### config.mk
export PLATFORM = sky130hd
export DESIGN_NAME = piso_serializer
export DESIGN_NICKNAME = d
export VERILOG_FILES = /design/src/rtl/piso_serializer_pkg.sv /design/src/rtl/piso_shift_core.sv /design/src/rtl/piso_serializer.sv
export SDC_FILE = /design/constraint.sdc
export NUM_CORES = 1
export LEC_CHECK = 0
export CAP_MARGIN = 15
export CORE_MARGIN = 4
export CORE_UTILIZATION = 50
export DETAILED_ROUTE_END_ITERATION = 16
export DONT_BUFFER_PORTS = 1
export PLACE_DENSITY_LB_ADDON = 0.3
export SYNTH_ARGS = -nofsm -noshare
export SYNTH_HDL_FRONTEND = slang
export SYNTH_SLANG_ARGS = --single-unit
export TNS_END_PERCENT = 30
### constraint.sdc
create_clock -name clk -period 5 [get_ports clk]
set_input_delay 1 -clock clk [delete_from_list [all_inputs] [get_ports clk]]
set_output_delay 1 -clock clk [all_outputs]
set_load 0.02 [all_outputs]
### src/rtl/piso_serializer_pkg.sv
// Shared types and constant helpers for the parallel-in serial-out serializer.
package piso_serializer_pkg;

    typedef enum logic {
        IDLE  = 1'b0,
        SHIFT = 1'b1
    } state_t;

    // Bits needed to count 0..n-1; never less than one so a counter always exists.
    function automatic int unsigned clog2(input int unsigned n);
        int unsigned r;
        r = 1;
        for (int unsigned i = 0; i < 32; i++) begin
            if ((32'd1 << i) < n) begin
                r = i + 32'd1;
            end
        end
        return r;
    endfunction

endpackage

### src/rtl/piso_shift_core.sv
// N-bit right-shift register with parallel load; bit 0 is the serial tap.
module piso_shift_core #(
    parameter int unsigned N = 8
) (
    input  logic         clk,
    input  logic         reset,
    input  logic         load,
    input  logic [N-1:0] load_data,
    input  logic         shift_en,
    output logic         lsb
);

    logic [N-1:0] shreg;

    // Parallel load wins over shift; shifting brings zeros in from the top.
    always_ff @(posedge clk or posedge reset) begin
        if (reset) begin
            shreg <= '0;
        end else if (load) begin
            shreg <= load_data;
        end else if (shift_en) begin
            shreg <= {1'b0, shreg[N-1:1]};
        end
    end

    assign lsb = shreg[0];

endmodule

### src/rtl/piso_serializer.sv
// Word-to-bit serializer, LSB first, with a one-word skid so words run back to back.
module piso_serializer
    import piso_serializer_pkg::*;
#(
    parameter int unsigned N = 8
) (
    input  logic         clk,
    input  logic         reset,
    input  logic [N-1:0] data_in,
    input  logic         load_valid,
    output logic         load_ready,
    output logic         serial_out,
    output logic         frame,
    output logic         last_bit
);

    localparam int unsigned   CW       = clog2(N);
    localparam logic [CW-1:0] CNT_LAST = CW'(N - 1);

    state_t       state;
    state_t       state_nxt;
    logic [CW-1:0] cnt;
    logic [N-1:0] hold;
    logic         hold_full;
    logic         accept;
    logic         core_load;
    logic         core_shift;
    logic         load_sel_hold;
    logic         cnt_clr;
    logic         cnt_inc;
    logic         hold_wr;
    logic         hold_take;
    logic         core_lsb;

    // Ready only reflects the skid slot, so a word can be taken in any state.
    assign load_ready = ~hold_full;
    assign accept     = load_valid & load_ready;

    // State register.
    always_ff @(posedge clk or posedge reset) begin
        if (reset) begin
            state <= IDLE;
        end else begin
            state <= state_nxt;
        end
    end

    // Next state: leave SHIFT only when the last bit goes out with nothing queued.
    always_comb begin
        state_nxt = state;
        case (state)
            IDLE: begin
                if (accept) begin
                    state_nxt = SHIFT;
                end
            end
            SHIFT: begin
                if ((cnt == CNT_LAST) && !hold_full && !accept) begin
                    state_nxt = IDLE;
                end
            end
            default: state_nxt = IDLE;
        endcase
    end

    // Datapath strobes and framing outputs decoded from state and counter.
    always_comb begin
        core_load     = 1'b0;
        core_shift    = 1'b0;
        load_sel_hold = 1'b0;
        cnt_clr       = 1'b0;
        cnt_inc       = 1'b0;
        hold_wr       = 1'b0;
        hold_take     = 1'b0;
        frame         = 1'b0;
        last_bit      = 1'b0;
        serial_out    = 1'b0;
        case (state)
            IDLE: begin
                if (accept) begin
                    core_load = 1'b1;
                    cnt_clr   = 1'b1;
                end
            end
            SHIFT: begin
                frame      = 1'b1;
                last_bit   = (cnt == CNT_LAST);
                serial_out = core_lsb;
                if (cnt != CNT_LAST) begin
                    core_shift = 1'b1;
                    cnt_inc    = 1'b1;
                    hold_wr    = accept;
                end else if (hold_full) begin
                    core_load     = 1'b1;
                    load_sel_hold = 1'b1;
                    hold_take     = 1'b1;
                    cnt_clr       = 1'b1;
                end else begin
                    // Bypass straight into the shifter if a word arrives now.
                    core_load = accept;
                    cnt_clr   = 1'b1;
                end
            end
            default: ;
        endcase
    end

    // Bit counter and skid register.
    always_ff @(posedge clk or posedge reset) begin
        if (reset) begin
            cnt       <= '0;
            hold      <= '0;
            hold_full <= 1'b0;
        end else begin
            if (cnt_clr) begin
                cnt <= '0;
            end else if (cnt_inc) begin
                cnt <= cnt + CW'(1);
            end
            if (hold_wr) begin
                hold      <= data_in;
                hold_full <= 1'b1;
            end else if (hold_take) begin
                hold_full <= 1'b0;
            end
        end
    end

    piso_shift_core #(
        .N (N)
    ) u_core (
        .clk       (clk),
        .reset     (reset),
        .load      (core_load),
        .load_data (load_sel_hold ? hold : data_in),
        .shift_en  (core_shift),
        .lsb       (core_lsb)
    );

endmodule

==> metrics.md <==
| Metric | Value |
|---|---|
| Status | `complete, no violations` |
| Slew Limit Fails | `0` |
| Most frequent cells in the layout | `21 x dfrtp_1, 9 x mux2_2, 8 x inv_1` |
| Arr. time, crit path | `1.44 ns` |
| RSZ-0062 raised after global routing | `false` |
| Largest net degree at the start of global routing | `22` |
| I/O pin count | `15` |
| Initial antenna violation count | `0` |
| CTS tree | `done` |
| Vert. Die Dim | `53.3 µm` |
| Reg clk slew, reported paths | `0.11 ns` |
| Clock Sinks | `21` |
| Cts repair resizes | `0` |
| Kind of critical path | `register to output port` |
| Die area | `2840 µm²` |
| Setup repair bufs after CTS | `0` |
| GR Util All Layers | `0.153` |
| Pwr per Cell Area | `608 nW/µm²` |
| Synth top area share | `0.512` |
| H-tree levels | `1` |
| Placed Area | `1050 µm²` |
| Placed cells | `109` |
| Final hold vios | `0` |
| Worst slew pin tran | `between 0.7 and 0.8 ns` |
| Sequential-to-total area share from yosys stat | `0.512` |
| Clock Tree Buf Depth | `2` |
| Die X | `roughly 53 µm` |
| Post-DRT Antenna Nets | `0` |
| WL per Instance | `15.8 µm` |
| Leak | `0.496 nW` |
| Top cells by area, synth | `dfrtp_1 51%, mux2_2 9.9%, a222oi_1 5.9%, mux2i_1 5.9%, ha_1 3.7%` |
| Worst hold slack | `roughly 0.52 ns` |
| Yosys top cell by area | `dfrtp_1` |
| Syn avg cell area | `between 10 and 15 µm²` |
| Share of cells above drive strength 1 | `0.209` |
| First-pass GRT wire length | `3110 µm` |
| CTS Hold Bufs | `0` |
| Hold/Removal Path Class | `register to register` |
| Worst vdd ir | `270 µV` |
| GP Congestion | `0.797` |
| Setup TNS | `0 ns` |
| Number of core rows | `16` |
| Setup crit start kind | `register` |
| Layout area overhead | `4.76%` |
| Drt drc | `0` |
| Critical path peak fanout | `6` |
| DP HPWL | `1340 µm` |
| Fin nets | `between 100 and 150` |
| Rel. slew slack | `0.493` |
| YS warnings | `0` |
| Synthesized flop and latch total | `21` |
| Final setup fails | `0` |
| Antenna Cells | `0` |
| Fmax | `409 MHz` |
| Post-Syn Area | `1030 µm²` |
| Port bufs | `0` |
| Vias | `between 600 and 700` |
| Core Util, Final | `0.548` |
| Detailed Route WL | `1790 µm` |
| Synthesized Nets | `99` |
| Min Tclk post-route | `2.44 ns` |
| Max-cap violations | `0` |
| CP endpoint kind | `output port` |
| Design area | `approximately 1100 µm²` |
| Finished Layout Cells | `113` |
| Gr ovfl total | `0` |
| Most common cell after layout, fill and taps aside | `dfrtp_1` |
| Post-synthesis cell type count | `27` |
| Via-per-instance ratio | `5.85` |
| Worst-skew pair later-pin latency | `about 0.30 ns` |
| Num CTS Buffers | `3` |
| Vias in the first global route | `slightly above 700` |
| Final period util | `0.489` |
| Syn Inst Count | `85` |
| Drt initial violations | `20` |
| CTS root buf | `clkbuf_4` |
| Core area | `1960 µm²` |
| Initial Utilization | `0.523` |
| CP Data Required Time | `4.00 ns` |
| Layout Skew | `0.00239 ns` |
| DR pass1 iterations | `4` |
stage by stage:
| stage | worst slack (ns) | total power, mW |
|---|---|---|
| 6_report | 2.56 | 0.653 |
| 5_1_grt | 2.48 | 0.705 |
| 3_5_place_dp | 2.90 | 0.581 |
| 3_3_place_gp | 2.90 | 0.567 |
| 2_1_floorplan | 2.93 | 0.528 |
| 4_1_cts | 2.54 | 0.663 |
cells by family after synthesis:
family | synth area share
fa+ha+maj | 0.0366
mux | 0.157
simple gates | 0.0890
compound gates | 0.160
buf+inv | 0.0451
flops | 0.512
cell type report:
type / count / area (µm²)
clock buffer: 3 / 22.5
multi-input combinational: 52 / 454
inverter: 9 / 33.8
clock inverter: 1 / 5.00
fill: 178 / 887
tap: 27 / 33.8
sequential: 21 / 526
synthesized netlist by cell type (all sizes together):
cell type and number:
a211o 1, a21oi 1, a221o 1, a221oi 1, a222oi 6, a22oi 1, a32o 1, and2 2
and3 1, buf 1, clkbuf 2, dfrtp 21, ha 3, inv 9, mux2 9, mux2i 6
nand2 3, nand2b 2, nand3 1, nor2 5, nor2b 2, o21ai 3, o22ai 2, or2b 1
state kept, by name, indices dropped and copies added (netlist names):
| name | cells |
|---|---|
| state | 1 |
| hold | 8 |
| cnt | 3 |
| hold_full | 1 |
| u_core.shreg | 8 |
per-layer routing:
| metal | share of wire | vias up | routed length (µm) | GRT usage |
|---|---|---|---|---|
| met2 | 0.48 | 16 | 858 | 0.235 |
| met1 | 0.44 | 324 | 778 | 0.182 |
| met5 | 0 | - | 0 | 0 |
| li1 | - | 317 | - | - |
| met4 | 0.0095 | 0 | 17 | 0.0936 |
| met3 | 0.075 | 4 | 134 | 0.0535 |
final timing paths:
kind | depth (start not counted) | slack [ns] | to | from
worst max register to register | 6 | 2.96 | u_core.shreg[6]$_DFFE_PP0P_ | cnt[0]$_DFFE_PP0P_
min in group asynchronous | 1 | 0.71 | u_core.shreg[3]$_DFFE_PP0P_ | reset
worst min register to register | 1 | 0.52 | hold[6]$_DFFE_PP0P_ | hold[6]$_DFFE_PP0P_
max in group asynchronous | 1 | 3.82 | u_core.shreg[7]$_DFFE_PP0P_ | reset
worst min-delay path | 1 | 0.52 | hold[6]$_DFFE_PP0P_ | hold[6]$_DFFE_PP0P_
worst max-delay path | 3 | 2.56 | last_bit | cnt[0]$_DFFE_PP0P_
power by group:
part | leakage, nW | switching, mW | total, mW | internal (mW)
Sequential | 0.258 | 0.0531 | 0.295 | 0.242
Combinational | 0.221 | 0.140 | 0.279 | 0.139
Clock | 0.0177 | 0.0500 | 0.0797 | 0.0298
Total | 0.496 | 0.243 | 0.653 | 0.411
critical path, cell delays in order (launching register included):
cell and delay [ns]:
dfrtp_1 0.42, ha_1 0.22, ha_1 0.24, and2_1 0.26
Note: power is estimated with default switching activity, not from simulation.
